<file path="src/rtl/sha3_pkg.sv">
// Shared constants and state encoding for the SHA3-256 block padder.
// Lane width, rate size and pad bytes used by the padder and its lane helper.
package sha3_pkg;

  localparam int LANE_W = 64;
  localparam int RATE_BYTES = 136;
  localparam logic [7:0] DOMAIN_SHA3 = 8'h06;
  localparam logic [7:0] PAD_END = 8'h80;

  typedef enum logic [1:0] {
    FILL,
    FULL,
    PADBLK
  } pad_state_t;

endpackage

</file>
<file path="src/rtl/sha3_pad_lane.sv">
// Combinational lane padder: masks unused bytes of a final lane and
// inserts the domain byte and, on the last rate lane, the closing 0x80.
module sha3_pad_lane
  import sha3_pkg::*;
#(
  parameter logic [7:0] DOMAIN = DOMAIN_SHA3
) (
  input  logic [LANE_W-1:0] lane,
  input  logic [3:0]        n_bytes,
  input  logic              is_last,
  input  logic              is_final_lane,
  output logic [LANE_W-1:0] padded
);

  logic [3:0] n;

  // Clamp byte count, zero the tail, place domain and end-of-block bytes.
  always_comb begin
    n = (n_bytes > 4'd8) ? 4'd8 : n_bytes;
    padded = lane;
    if (is_last) begin
      for (int b = 0; b < 8; b++) begin
        if (4'(b) > n) begin
          padded[8*b +: 8] = 8'h00;
        end else if (4'(b) == n) begin
          padded[8*b +: 8] = DOMAIN;
        end
      end
      if (is_final_lane && (n != 4'd8)) begin
        padded[LANE_W-1 -: 8] = padded[LANE_W-1 -: 8] ^ PAD_END;
      end
    end
  end

endmodule

</file>
<file path="src/rtl/sha3_padder.sv">
// Assembles 64-bit message lanes into padded SHA3-256 rate blocks and
// hands each block downstream over a valid/ready handshake.
module sha3_padder
  import sha3_pkg::*;
#(
  parameter int         RATE_LANES = 17,
  parameter logic [7:0] DOMAIN     = DOMAIN_SHA3
) (
  input  logic                       clk,
  input  logic                       reset,
  input  logic                       in_valid,
  output logic                       in_ready,
  input  logic [63:0]                in_data,
  input  logic                       in_last,
  input  logic [3:0]                 in_bytes,
  output logic                       blk_valid,
  input  logic                       blk_ready,
  output logic [64*RATE_LANES-1:0]   blk_data,
  output logic                       blk_last
);

  localparam int CW = $clog2(RATE_LANES);
  localparam logic [CW-1:0] LAST_IDX = CW'(RATE_LANES - 1);
  localparam logic [CW-1:0] PRE_IDX = CW'(RATE_LANES - 2);
  localparam logic [LANE_W-1:0] END_LANE =
    {PAD_END, {(LANE_W-8){1'b0}}};
  localparam logic [LANE_W-1:0] DOM_LANE =
    {{(LANE_W-8){1'b0}}, DOMAIN};

  pad_state_t state, state_nx;

  logic [CW-1:0] cnt;
  logic [RATE_LANES-1:0][LANE_W-1:0] buffer;
  logic pad_pend;

  logic accept;
  logic lane_last;
  logic full8;
  logic spill;
  logic pend_set;
  logic blk_done;
  logic [LANE_W-1:0] cur_lane;
  logic [LANE_W-1:0] next_lane;

  assign in_ready  = (state == FILL);
  assign blk_valid = (state == FULL);
  assign blk_data  = buffer;

  assign accept    = in_valid && in_ready;
  assign lane_last = (cnt == LAST_IDX);
  assign full8     = (in_bytes >= 4'd8);
  assign spill     = in_last && full8 && !lane_last;
  assign pend_set  = in_last && full8 && lane_last;
  assign blk_done  = accept && (in_last || lane_last);

  sha3_pad_lane #(.DOMAIN(DOMAIN)) u_cur (
    .lane          (in_data),
    .n_bytes       (in_bytes),
    .is_last       (in_last),
    .is_final_lane (lane_last),
    .padded        (cur_lane)
  );

  // A full final lane pushes the domain byte into the following lane.
  sha3_pad_lane #(.DOMAIN(DOMAIN)) u_next (
    .lane          ({LANE_W{1'b0}}),
    .n_bytes       (4'd0),
    .is_last       (1'b1),
    .is_final_lane (cnt == PRE_IDX),
    .padded        (next_lane)
  );

  // State register.
  always_ff @(posedge clk or negedge reset) begin
    if (!reset) begin
      state <= FILL;
    end else begin
      state <= state_nx;
    end
  end

  // Next-state: fill lanes, present block, optionally emit pad-only block.
  always_comb begin
    state_nx = state;
    unique case (state)
      FILL: begin
        if (blk_done) begin
          state_nx = FULL;
        end
      end
      FULL: begin
        if (blk_ready) begin
          state_nx = pad_pend ? PADBLK : FILL;
        end
      end
      PADBLK: state_nx = FULL;
      default: state_nx = FILL;
    endcase
  end

  // Lane buffer, lane counter, pad-pending flag and block-last flag.
  always_ff @(posedge clk or negedge reset) begin
    if (!reset) begin
      cnt      <= '0;
      buffer   <= '0;
      pad_pend <= 1'b0;
      blk_last <= 1'b0;
    end else begin
      unique case (state)
        FILL: begin
          if (accept) begin
            if (in_last && !lane_last) begin
              buffer[LAST_IDX] <= END_LANE;
            end
            buffer[cnt] <= cur_lane;
            if (spill) begin
              buffer[cnt + CW'(1)] <= next_lane;
            end
            if (blk_done) begin
              cnt      <= '0;
              blk_last <= in_last && !pend_set;
              pad_pend <= pend_set;
            end else begin
              cnt <= cnt + CW'(1);
            end
          end
        end
        FULL: begin
          if (blk_ready) begin
            buffer   <= '0;
            blk_last <= 1'b0;
          end
        end
        PADBLK: begin
          buffer           <= '0;
          buffer[0]        <= DOM_LANE;
          buffer[LAST_IDX] <= END_LANE;
          blk_last         <= 1'b1;
          pad_pend         <= 1'b0;
        end
        default: ;
      endcase
    end
  end

endmodule
</file>
<file path="config.mk">
export PLATFORM = sky130hd
export DESIGN_NAME = sha3_padder
export DESIGN_NICKNAME = d
export VERILOG_FILES = /design/src/rtl/sha3_pkg.sv /design/src/rtl/sha3_pad_lane.sv /design/src/rtl/sha3_padder.sv
export SDC_FILE = /design/constraint.sdc
export NUM_CORES = 2
export LEC_CHECK = 0
export ABC_CLOCK_PERIOD_IN_PS = 3650
export CORE_AREA = 2 2 453 455
export CTS_BUF_LIST = sky130_fd_sc_hd__clkbuf_16
export DETAILED_ROUTE_END_ITERATION = 7
export DIE_AREA = 0 0 455 457
export PLACE_DENSITY_LB_ADDON = 0.15
export SYNTH_ARGS = -nofsm -noshare
export SYNTH_HDL_FRONTEND = slang
export SYNTH_SLANG_ARGS = --single-unit
</file>
<file path="constraint.sdc">
create_clock -name clk -period 3.65 [get_ports clk]
set_input_delay 0.73 -clock clk [delete_from_list [all_inputs] [get_ports clk]]
set_output_delay 0.73 -clock clk [all_outputs]
set_load 0.1 [all_outputs]
</file>
==> run summary <==
Setup repair after global routing left no endpoint under its margin. The first-pass iteration count of the detailed router is 6. The path with the worst hold slack has its endpoint at blk_data[1049]. By area the synthesized netlist is led by sky130_fd_sc_hd__dfrtp_1 59%, sky130_fd_sc_hd__mux2i_1 9.5%, sky130_fd_sc_hd__a21oi_1 8.9%. TritonCTS built the clock tree. The share of synthesized cell area in full adder, half adder and majority cells came out at 0.294%. The analysis attributes to cell leakage a power of 0.0279 µW. The run finished with clean final reports. The layout-stage area growth over the synthesis result came out at 42.2%.

The root cell of the clock tree is sky130_fd_sc_hd__clkbuf_16. Counting flops and latches in the post-synthesis netlist gives 1097. The startpoint-to-endpoint class of the critical path is reg -> reg. Detailed placement ended at an HPWL of 177 mm.

The synthesized design spends more area on one cell type than any other, namely sky130_fd_sc_hd__dfrtp_1. The detail-routed via count per cell is 4.89. The initial utilization of the core area, before any placement, comes to 23.0%. The beginning of the worst hold path is blk_data[1049]. The proportion of layout cells with a drive suffix above 1 came out at 15.7%.

The core area is 203000 µm². The number of buffers added on ports came out at 1163. The total number of vias is 40900. Of all flip-flops after synthesis, the portion carrying an async set or reset was 100%. The worst clock skew is 0.0167 ns. The number of H-tree branching levels came out at 4. The path class of the tightest hold or removal check is reg -> reg. The number of cells in the finished layout apart from fillers came out at 8370. The number of gates given a new drive strength after cts is 0. The final layout contains routed wiring with a total length of 259 mm. In this run the horizontal extent of the chip is 455 µm. The DRC marker count from the first detailed-route iteration came out at 3489.

The data arrival time of the critical path came out at 4.07 ns. The via count of the first global-routing pass is 40600. In this run the critical register-to-register path is captured at blk_data[696]. The capturing element type of the critical path is a register.

The length in cells of the worst reg-to-reg path is 10. The worst setup path is launched from a register. Among all flip-flop cells after synthesis, the most frequent one is sky130_fd_sc_hd__dfrtp_1. Data on the critical path is required at its endpoint by 4.30 ns. Headroom to the max-slew limit came out at 17.3%. The hold violation total from the final report came out at 0.

The overall routing resource usage came out at 24.2%. In the final routed layout, each cell accounts on average for 31.0 µm. The portion of the post-synthesis area used by sequential elements came out at 58.7%. The setup slack after layout came out at 0.234 ns. The multiplexer fraction of the synthesized cell area came out at 9.53%. The floorplan die height came out at 457 µm.

The simple-gate portion of the synthesized area is 12.2%. By area, the combinational part of the netlist is dominated by compound AO/OA/AOI/OAI gates. The number of enable flip-flop cells after synthesis is 0. The number of stages on the worst hold path is 1. The area of the mapped netlist is 46800 µm². The final routed DRC violation total is 0. The maximum clock rate came out at 293 MHz. The number of primary I/O pins is 1164. The clock transition at the registers of the reported paths came out at 0.07 ns. The first global-routing pass estimated 354 mm of wire. The initial antenna violation count came out at 25. The longest clock path from root to sink contains 3 buffers. The post-layout net count is 5651. The die area came out at 208000 µm².

The post-synthesis compound-gate area fraction is 14.7%. In the synthesized netlist, the number of instances is 4502. The final critical path takes up 93.6% of the cycle. The count of maximum capacitance violations came out at 0. The count of pins over their slew limit is 0. The total clock sinks is 1097.

At the later pin of the worst-skew pair, clock insertion delay measures 0.80 ns. The startpoint identified for the worst register-to-register timing path is cnt[1]. OpenSTA, run right after detailed placement, puts the worst setup slack at 0.186 ns. Entering global routing, the biggest net connects 125 pins.

Averaged over all synthesized cells, the footprint is 10.4 µm². The post-route core utilization is 32.7%. The setup slack of the most critical reg-to-reg path is 0.23 ns. The maximum fanout encountered on the critical timing path is 41.

The number of buffers created by CTS is 139. The slew of the pin with the lowest slew margin is 1.24 ns. The fraction of post-synthesis cell area in the top cell type by area is 58.7%. The total negative setup slack came out at 0 ns.

Counting every net in the synthesized netlist gives 4586. The clock period minus worst slack came out at 3.42 ns. The weighted congestion at the end of routability-driven global placement came out at 0.853. The xor-xnor portion of the synthesized cell area is 0%. The total of warnings raised by yosys came out at 0.

The standard-cell row count came out at 166. The total overflow reported by the global router came out at 0. The residual antenna-violating net count after detailed routing came out at 0. The setup-violating endpoint count in the final report came out at 0. Including well taps, the total number of placed cells is 8113.

The power density normalized to cell area came out at 873 nW/µm². After synthesis, the netlist uses 83 different library cells. The worst voltage drop across the vdd grid is 0.663 mV.
==> layout by cell type, fill, tap and decap left out, types with 21 or more instances in the layout <==
master and count:
sky130_fd_sc_hd__clkdlybuf4s50_1 801, sky130_fd_sc_hd__buf_12 77, sky130_fd_sc_hd__a221oi_1 36, sky130_fd_sc_hd__mux2i_1 444, sky130_fd_sc_hd__clkinv_1 31, sky130_fd_sc_hd__a21boi_4 21
sky130_fd_sc_hd__buf_4 508, sky130_fd_sc_hd__inv_1 59, sky130_fd_sc_hd__a21oi_1 821, sky130_fd_sc_hd__dfrtp_1 1097, sky130_fd_sc_hd__a211oi_1 52, sky130_fd_sc_hd__a22o_1 55
sky130_fd_sc_hd__clkbuf_16 142, sky130_fd_sc_hd__nand2_1 914, sky130_fd_sc_hd__nor3_1 126, sky130_fd_sc_hd__nor2_1 124
==> through the flow <==
stage                     hold slack, ns  instance area [µm²]  power, µW
final                              0.491                66500      58000
after global routing               0.510                66500      60000
after CTS                          0.491                66500      58700
after detailed placement           0.479                62200      45200
after global placement             0.474                62200      45100
after floorplan                    0.434                46800      35200
==> state kept, by name (all words and copies together), names as in the netlist <==
name,flops
blk_data,1088
cnt,5
state,2
blk_last,1
pad_pend,1
==> logic make-up (layout without fill, tap and decap cells) <==
family                   after synthesis  in the layout
buffers and inverters                486           1657
multiplexers                         445            445
flip-flops                          1097           1097
AO/OA/AOI/OAI                       1156           1156
AND/OR/NAND/NOR                     1307           1307
adder cells (fa/ha/maj)               11             11
other                                  0              9
==> critical path, cell delays in order (launching register included) <==
cell and delay (ns):
sky130_fd_sc_hd__dfrtp_1 0.53, sky130_fd_sc_hd__ha_1 0.27, sky130_fd_sc_hd__inv_1 0.20, sky130_fd_sc_hd__nor2_1 0.09, sky130_fd_sc_hd__ha_1 0.34, sky130_fd_sc_hd__and3_1 0.31
sky130_fd_sc_hd__nand3_1 0.11, sky130_fd_sc_hd__buf_4 0.21, sky130_fd_sc_hd__o41ai_4 0.68, sky130_fd_sc_hd__buf_12 0.34, sky130_fd_sc_hd__a21oi_1 0.08
==> layer usage <==
metal,global-route usage [%],vias to the layer above,share of wire (%)
li1,-,17700,-
met1,30.9,21100,42
met2,39.1,1676,47
met3,5.85,362,7.1
met4,9.80,8,4.2
met5,0,-,0.021
==> worst max path at each step <==
stage	start	end	slack (ns)	cells after the start
floorplan	state[0]	blk_data[255]	0.65	11
global placement	in_bytes[3]	blk_data[654]	0.17	8
detailed placement	in_last	blk_data[647]	0.19	8
CTS	cnt[1]	blk_data[647]	0.19	10
global route	cnt[1]	blk_data[649]	0.05	10
finish	cnt[1]	blk_data[696]	0.23	10
==> cell type report <==
type                            instances  area [µm²]
Inverter                               19        71.3
Sequential cell                      1097       27500
Fill cell                           21000      137000
Antenna cell                            9        22.5
Multi-Input combinational cell       2919       17900
Clock inverter                        105         669
Clock buffer                          142        3550
Timing Repair Buffer                 1391       13400
Tap cell                             2688        3360
==> synthesized netlist by cell type (5+ instances only) <==
cell type and n:
sky130_fd_sc_hd__a2111oi_0 12, sky130_fd_sc_hd__a211oi_1 52, sky130_fd_sc_hd__a21boi_1 30, sky130_fd_sc_hd__a21o_1 6, sky130_fd_sc_hd__a21oi_1 828, sky130_fd_sc_hd__a221oi_1 36
sky130_fd_sc_hd__a22o_1 55, sky130_fd_sc_hd__a22oi_1 7, sky130_fd_sc_hd__a2bb2oi_1 6, sky130_fd_sc_hd__and2_1 8, sky130_fd_sc_hd__and3_1 9, sky130_fd_sc_hd__and4_1 7
sky130_fd_sc_hd__buf_1 19, sky130_fd_sc_hd__buf_2 151, sky130_fd_sc_hd__buf_4 20, sky130_fd_sc_hd__buf_6 7, sky130_fd_sc_hd__clkbuf_1 270, sky130_fd_sc_hd__dfrtp_1 1097
sky130_fd_sc_hd__ha_1 11, sky130_fd_sc_hd__inv_1 18, sky130_fd_sc_hd__mux2i_1 444, sky130_fd_sc_hd__nand2_1 914, sky130_fd_sc_hd__nand2b_1 8, sky130_fd_sc_hd__nand3_1 18
sky130_fd_sc_hd__nand4_1 12, sky130_fd_sc_hd__nand4bb_1 5, sky130_fd_sc_hd__nor2_1 126, sky130_fd_sc_hd__nor2b_1 20, sky130_fd_sc_hd__nor3_1 127, sky130_fd_sc_hd__nor4_2 6
sky130_fd_sc_hd__nor4_4 5, sky130_fd_sc_hd__o211ai_1 9, sky130_fd_sc_hd__o21ai_0 15, sky130_fd_sc_hd__o21ai_1 10, sky130_fd_sc_hd__o22ai_1 9, sky130_fd_sc_hd__o2bb2ai_1 17
sky130_fd_sc_hd__o31ai_1 9, sky130_fd_sc_hd__o32a_1 9
==> repair_timing <==
action	in CTS	in global routing
hold buffers	1	0
buffers inserted	0	0
endpoints found under the hold margin	39	0
==> where the power goes <==
part / total, µW / internal [µW] / switching [µW]
Clock: 13200 / 7350 / 5890
Sequential: 15300 / 14000 / 1240
Combinational: 29500 / 6000 / 23500
Power figures use the tool's default switching activity.
